--- src/rtl/key_receiver.sv ---
// Ignition-lock receiver: assembles an LSB-first serial key, compares it to the
// stored key, and enforces a timed lockout after repeated mismatches.
module key_receiver #(
  parameter int                      NBITS_STREAM   = 4,
  parameter logic [NBITS_STREAM-1:0] KEY_VALUE      = 'b1101,
  parameter int                      MAX_TRIES      = 3,
  parameter int                      TIMEOUT_CYCLES = 8,
  parameter int                      LOCKOUT_CYCLES = 16
) (
  input  logic                                 clk_2,
  input  logic                                 reset,
  input  logic                                 bit_valid,
  input  logic                                 din,
  input  logic                                 relock,
  output logic                                 unlocked,
  output logic                                 key_error,
  output logic                                 timeout,
  output logic                                 locked_out,
  output logic [$clog2(NBITS_STREAM+1)-1:0]    bit_count,
  output logic [$clog2(MAX_TRIES+1)-1:0]       fail_count,
  output logic [2:0]                           state_dbg
);

  localparam int BCW = $clog2(NBITS_STREAM + 1);
  localparam int FCW = $clog2(MAX_TRIES + 1);
  localparam int ICW = $clog2(TIMEOUT_CYCLES + 1);
  localparam int LCW = $clog2(LOCKOUT_CYCLES + 1);

  localparam logic [2:0] S_IDLE     = 3'd0;
  localparam logic [2:0] S_RECEIVE  = 3'd1;
  localparam logic [2:0] S_CHECK    = 3'd2;
  localparam logic [2:0] S_UNLOCKED = 3'd3;
  localparam logic [2:0] S_LOCKOUT  = 3'd4;

  logic [2:0]              r_state;
  logic [NBITS_STREAM-1:0] r_shreg;
  logic [BCW-1:0]          r_bit_count;
  logic [FCW-1:0]          r_fail_count;
  logic [ICW-1:0]          r_idle_cnt;
  logic [LCW-1:0]          r_lock_cnt;
  logic                    r_key_error;
  logic                    r_timeout;

  logic [NBITS_STREAM-1:0] w_shreg_shift;

  // First bit received ends up in bit 0 once the word is complete.
  assign w_shreg_shift = {din, r_shreg[NBITS_STREAM-1:1]};

  // NOTE: all state updates use non-blocking assignments so every register
  // samples the pre-edge values of its neighbours, independent of statement order.
  always_ff @(posedge clk_2) begin
    if (!reset) begin
      r_state      <= S_IDLE;
      r_shreg      <= '0;
      r_bit_count  <= '0;
      r_fail_count <= '0;
      r_idle_cnt   <= '0;
      r_lock_cnt   <= '0;
      r_key_error  <= 1'b0;
      r_timeout    <= 1'b0;
    end else begin
      r_key_error <= 1'b0;
      r_timeout   <= 1'b0;
      case (r_state)
        S_IDLE: begin
          if (bit_valid) begin
            r_shreg     <= w_shreg_shift;
            r_bit_count <= BCW'(1);
            r_idle_cnt  <= '0;
            r_state     <= S_RECEIVE;
          end
        end
        S_RECEIVE: begin
          // An arriving bit beats an expiring idle counter.
          if (bit_valid) begin
            r_shreg     <= w_shreg_shift;
            r_bit_count <= r_bit_count + BCW'(1);
            r_idle_cnt  <= '0;
            if (r_bit_count == BCW'(NBITS_STREAM - 1)) r_state <= S_CHECK;
          end else if (r_idle_cnt == ICW'(TIMEOUT_CYCLES - 1)) begin
            r_state     <= S_IDLE;
            r_shreg     <= '0;
            r_bit_count <= '0;
            r_idle_cnt  <= '0;
            r_timeout   <= 1'b1;
          end else begin
            r_idle_cnt <= r_idle_cnt + ICW'(1);
          end
        end
        S_CHECK: begin
          r_bit_count <= '0;
          r_shreg     <= '0;
          if (r_shreg == KEY_VALUE) begin
            r_state      <= S_UNLOCKED;
            r_fail_count <= '0;
          end else begin
            r_key_error  <= 1'b1;
            r_fail_count <= r_fail_count + FCW'(1);
            if (r_fail_count == FCW'(MAX_TRIES - 1)) begin
              r_state    <= S_LOCKOUT;
              r_lock_cnt <= '0;
            end else begin
              r_state <= S_IDLE;
            end
          end
        end
        S_UNLOCKED: begin
          if (relock) r_state <= S_IDLE;
        end
        S_LOCKOUT: begin
          if (r_lock_cnt == LCW'(LOCKOUT_CYCLES - 1)) begin
            r_state      <= S_IDLE;
            r_fail_count <= '0;
            r_lock_cnt   <= '0;
          end else begin
            r_lock_cnt <= r_lock_cnt + LCW'(1);
          end
        end
        default: r_state <= S_IDLE;
      endcase
    end
  end

  assign unlocked   = (r_state == S_UNLOCKED);
  assign locked_out = (r_state == S_LOCKOUT);
  assign state_dbg  = r_state;
  assign key_error  = r_key_error;
  assign timeout    = r_timeout;
  assign bit_count  = r_bit_count;
  assign fail_count = r_fail_count;

endmodule

--- config.mk ---
export PLATFORM = sky130hd
export DESIGN_NAME = key_receiver
export DESIGN_NICKNAME = d
export VERILOG_FILES = /design/src/rtl/key_receiver.sv
export SDC_FILE = /design/constraint.sdc
export NUM_CORES = 1
export LEC_CHECK = 0
export CELL_PAD_IN_SITES_DETAIL_PLACEMENT = 1
export CELL_PAD_IN_SITES_GLOBAL_PLACEMENT = 2
export CORE_UTILIZATION = 37
export CTS_BUF_LIST = sky130_fd_sc_hd__clkbuf_2
export DETAILED_ROUTE_END_ITERATION = 7
export PLACE_DENSITY = 0.91
export SYNTH_ARGS = -nofsm -noshare
export SYNTH_HDL_FRONTEND = slang
export SYNTH_SLANG_ARGS = --single-unit
export TNS_END_PERCENT = 5
--- constraint.sdc ---
create_clock -name clk_2 -period 2.3 [get_ports clk_2]
set_input_delay 0.345 -clock clk_2 [delete_from_list [all_inputs] [get_ports clk_2]]
set_output_delay 0.345 -clock clk_2 [all_outputs]
set_load 0.05 [all_outputs]
==> results.py <==
metrics = {
    "timing": {
        "maxSlewHeadroom_pct": 61.9,
        "rsz0062_at_grt": "no",
        "tightest_slew_ps": 564,
        "report.final.setup_viol": 0,
        "hold_viol": 0,
        "tns_ps": 0,
        "finalClockSkew_ps": 8.94,
        "period_share_pct": 92.1,
        "fin_ws_ps": 183,
        "min_period_ps": 2120,
        "drv_slew": 0,
        "timing.fmax_mhz": 472,
    },
    "cts": {
        "clk_latency_ps": 340,
        "cts_htree_levels": 1,
        "cts_tree": "yes",
        "cts.sinks": 23,
        "cts_hold_buf": 0,
        "ctsResizeCount": 0,
        "numCtsBuffers": 3,
        "clk_pin_slew_ps": 230,
        "root_buffer": "clkbuf_2",
        "cts_buffer_depth": 2,
        "postCtsSetupBuffers": 0,
    },
    "cells_and_area": {
        "nets": 159,
        "seq_area_um2": 460,
        "mostFrequentLayoutCell": "dfxtp_1",
        "syn_to_final_growth_pct": 20.3,
        "final_util_pct": 46.8,
        "final_cell_mix": "23 x dfxtp_1, 14 x clkdlybuf4s50_1, 12 x a21oi_1, 10 x nand2_1",
        "multiInputGateArea_um2": 671,
        "layout-drive-gt1-share_pct": 9.46,
        "antenna_cells": 0,
        "fill_cells": 370,
    },
    "die": {
        "start_util_pct": 38.9,
        "dieArea_um2": 3440,
        "die_h_um": 58.7,
        "coreArea_um2": 3050,
        "pin_count": 17,
        "fp-row-count": 20,
        "die_x_um": 58.7,
    },
    "global_routing": {
        "grt_first_pass_wirelength_mm": 4.76,
        "grt-ovfl-total": 0,
        "grt_max_degree": 18,
        "grt_antenna_before_repair": 0,
        "track_usage_pct": 18.2,
        "grt_pass1_vias": 1041,
    },
    "setup_path": {
        "worst-path-max-fanout": 11,
        "worst_setup_path_end_kind": "output port",
        "crit_start": "state_dbg[1]",
        "worst_path_max_delay_cell": "clkdlybuf4s50_1",
        "critPathKind": "register to output port",
        "worstPathArrival_ps": 1770,
        "cp_cell_sequence": "clkdlybuf4s50_1",
        "reg2reg_from": "state_dbg[2]",
        "crit_required_ps": 1960,
        "cp_slowest_stage_delay_ps": 870,
        "cp_num_buf_inv": 1,
        "start_kind": "register",
        "crit_family": "buffers and inverters",
    },
    "synth": {
        "ys_ff_latch": 23,
        "synth_fp_nets": 140,
        "synth_cell_type_count": 48,
        "syn_area_per_cell_um2": 9.14,
        "ys_async_sr_fraction_pct": 0,
        "synth_edf_count": 0,
        "yosys_warnings": 0,
        "synthFlopType": "dfxtp_1",
        "yosysSeqAreaShare_pct": 38.7,
        "synth_cells": 130,
        "synth_area_um2": 1190,
    },
    "outcome": {
        "status": "finished clean",
    },
    "min_path": {
        "worstHoldPathType": "register to register",
        "worstHoldStart": "fail_count[0]",
    },
    "job": {
        "maxCapViolCount": 0,
    },
    "drt": {
        "wl_per_cell_um": 14.9,
        "postRouteAntennaNets": 0,
        "via_count": 1066,
        "drt_iter0_drc": 14,
        "via_per_inst": 5.55,
        "drc": 0,
        "drt_pre_antenna_iters": 4,
        "routed_wl_mm": 2.86,
    },
    "placement": {
        "place.gp.congestion": 0.778,
        "place_ws_ps": 248,
        "hpwlAfterDp_mm": 2.18,
        "portBuffers": 16,
    },
    "pwr": {
        "p_clk_share_pct": 26.3,
        "p_total_mw": 0.658,
        "pwr-share-comb_pct": 10.9,
        "switching_share_pct": 26.8,
        "p_leak_nw": 0.498,
        "p_per_area_nw_per_um2": 460,
        "p_sw_mw": 0.176,
        "p_int_mw": 0.481,
        "power_frac_seq_pct": 62.8,
        "irDropWorstVdd_uv": 213,
    },
}
## stage by stage
stage / cells / hold slack, ps / instance area (um2)
finish: 192 / 485 / 1430
global route: 192 / 521 / 1430
CTS: 192 / 489 / 1430
global placement: 188 / 459 / 1410
floorplan: 130 / 457 / 1190
detailed placement: 188 / 467 / 1410
## worst paths after layout
kind / endpoint / slack (ps) / cells after the start
worst max-delay path: state_dbg[1] / 180 / 1
worst min-delay path: fail_count[0] / 480 / 2
worst max register to register: r_lock_cnt[3] / 630 / 4
worst min register to register: fail_count[0] / 480 / 2
## state kept, by name, summed over array words and instances (netlist names)
register,count
r_lock_cnt,5
fail_count,2
r_shreg,4
r_idle_cnt,4
bit_count,3
timeout,1
key_error,1
state_dbg,3
## synth_stat cells (2+ instances only)
cell      number  area share (%)
or3_1          2             1.1
inv_1          3            0.95
nand4b_1       2             1.5
nand2_1       10             3.2
a311oi_1       3             2.2
a21oi_1       12             5.1
nand2b_1       4             2.1
buf_2          4             1.7
or3b_1         3             2.2
ha_1           5             5.3
nor3_1         2            0.84
o21ai_0        6             2.5
dfxtp_1       23              39
o211ai_1       2             1.3
nor3b_1        2             1.3
clkinv_1       2            0.63
a22o_1         4             2.9
nand3_1        5             2.1
nor2_1         4             1.3
or4b_1         2             1.7
nand4_1        2             1.1
and4b_1        2             1.7
## layer usage
layer,up-vias,track usage [%],part of all wire [%]
met5,-,0,0
met4,0,7.82,0.28
met3,2,2.20,1.8
met2,11,32.5,50
met1,519,22.0,47
li1,534,-,-
## cell type report
type | count | share of cell area, %
multi-input cells | 95 | 46.9
flip-flops and latches | 23 | 32.2
inverters | 5 | 1.31
well taps | 44 | 3.85
repair buffers | 21 | 14.3
clock buffers | 4 | 1.40
## power groups by stage
stage / clock network, mW / registers [mW] / logic (mW)
2_1_floorplan: 0 / 0.430 / 0.0349
3_3_place_gp: 0 / 0.420 / 0.0699
3_5_place_dp: 0 / 0.420 / 0.0721
4_1_cts: 0.181 / 0.413 / 0.0722
5_1_grt: 0.196 / 0.415 / 0.0781
6_report: 0.173 / 0.413 / 0.0716
## cells by family after synthesis
group	share of synthesized area (%)
simple gates	28.6
fa+ha+maj	5.26
flops	38.7
xor+xnor	0.737
compound gates	21.8
buf+inv	4.84
Note: power is estimated with default switching activity, not from simulation.
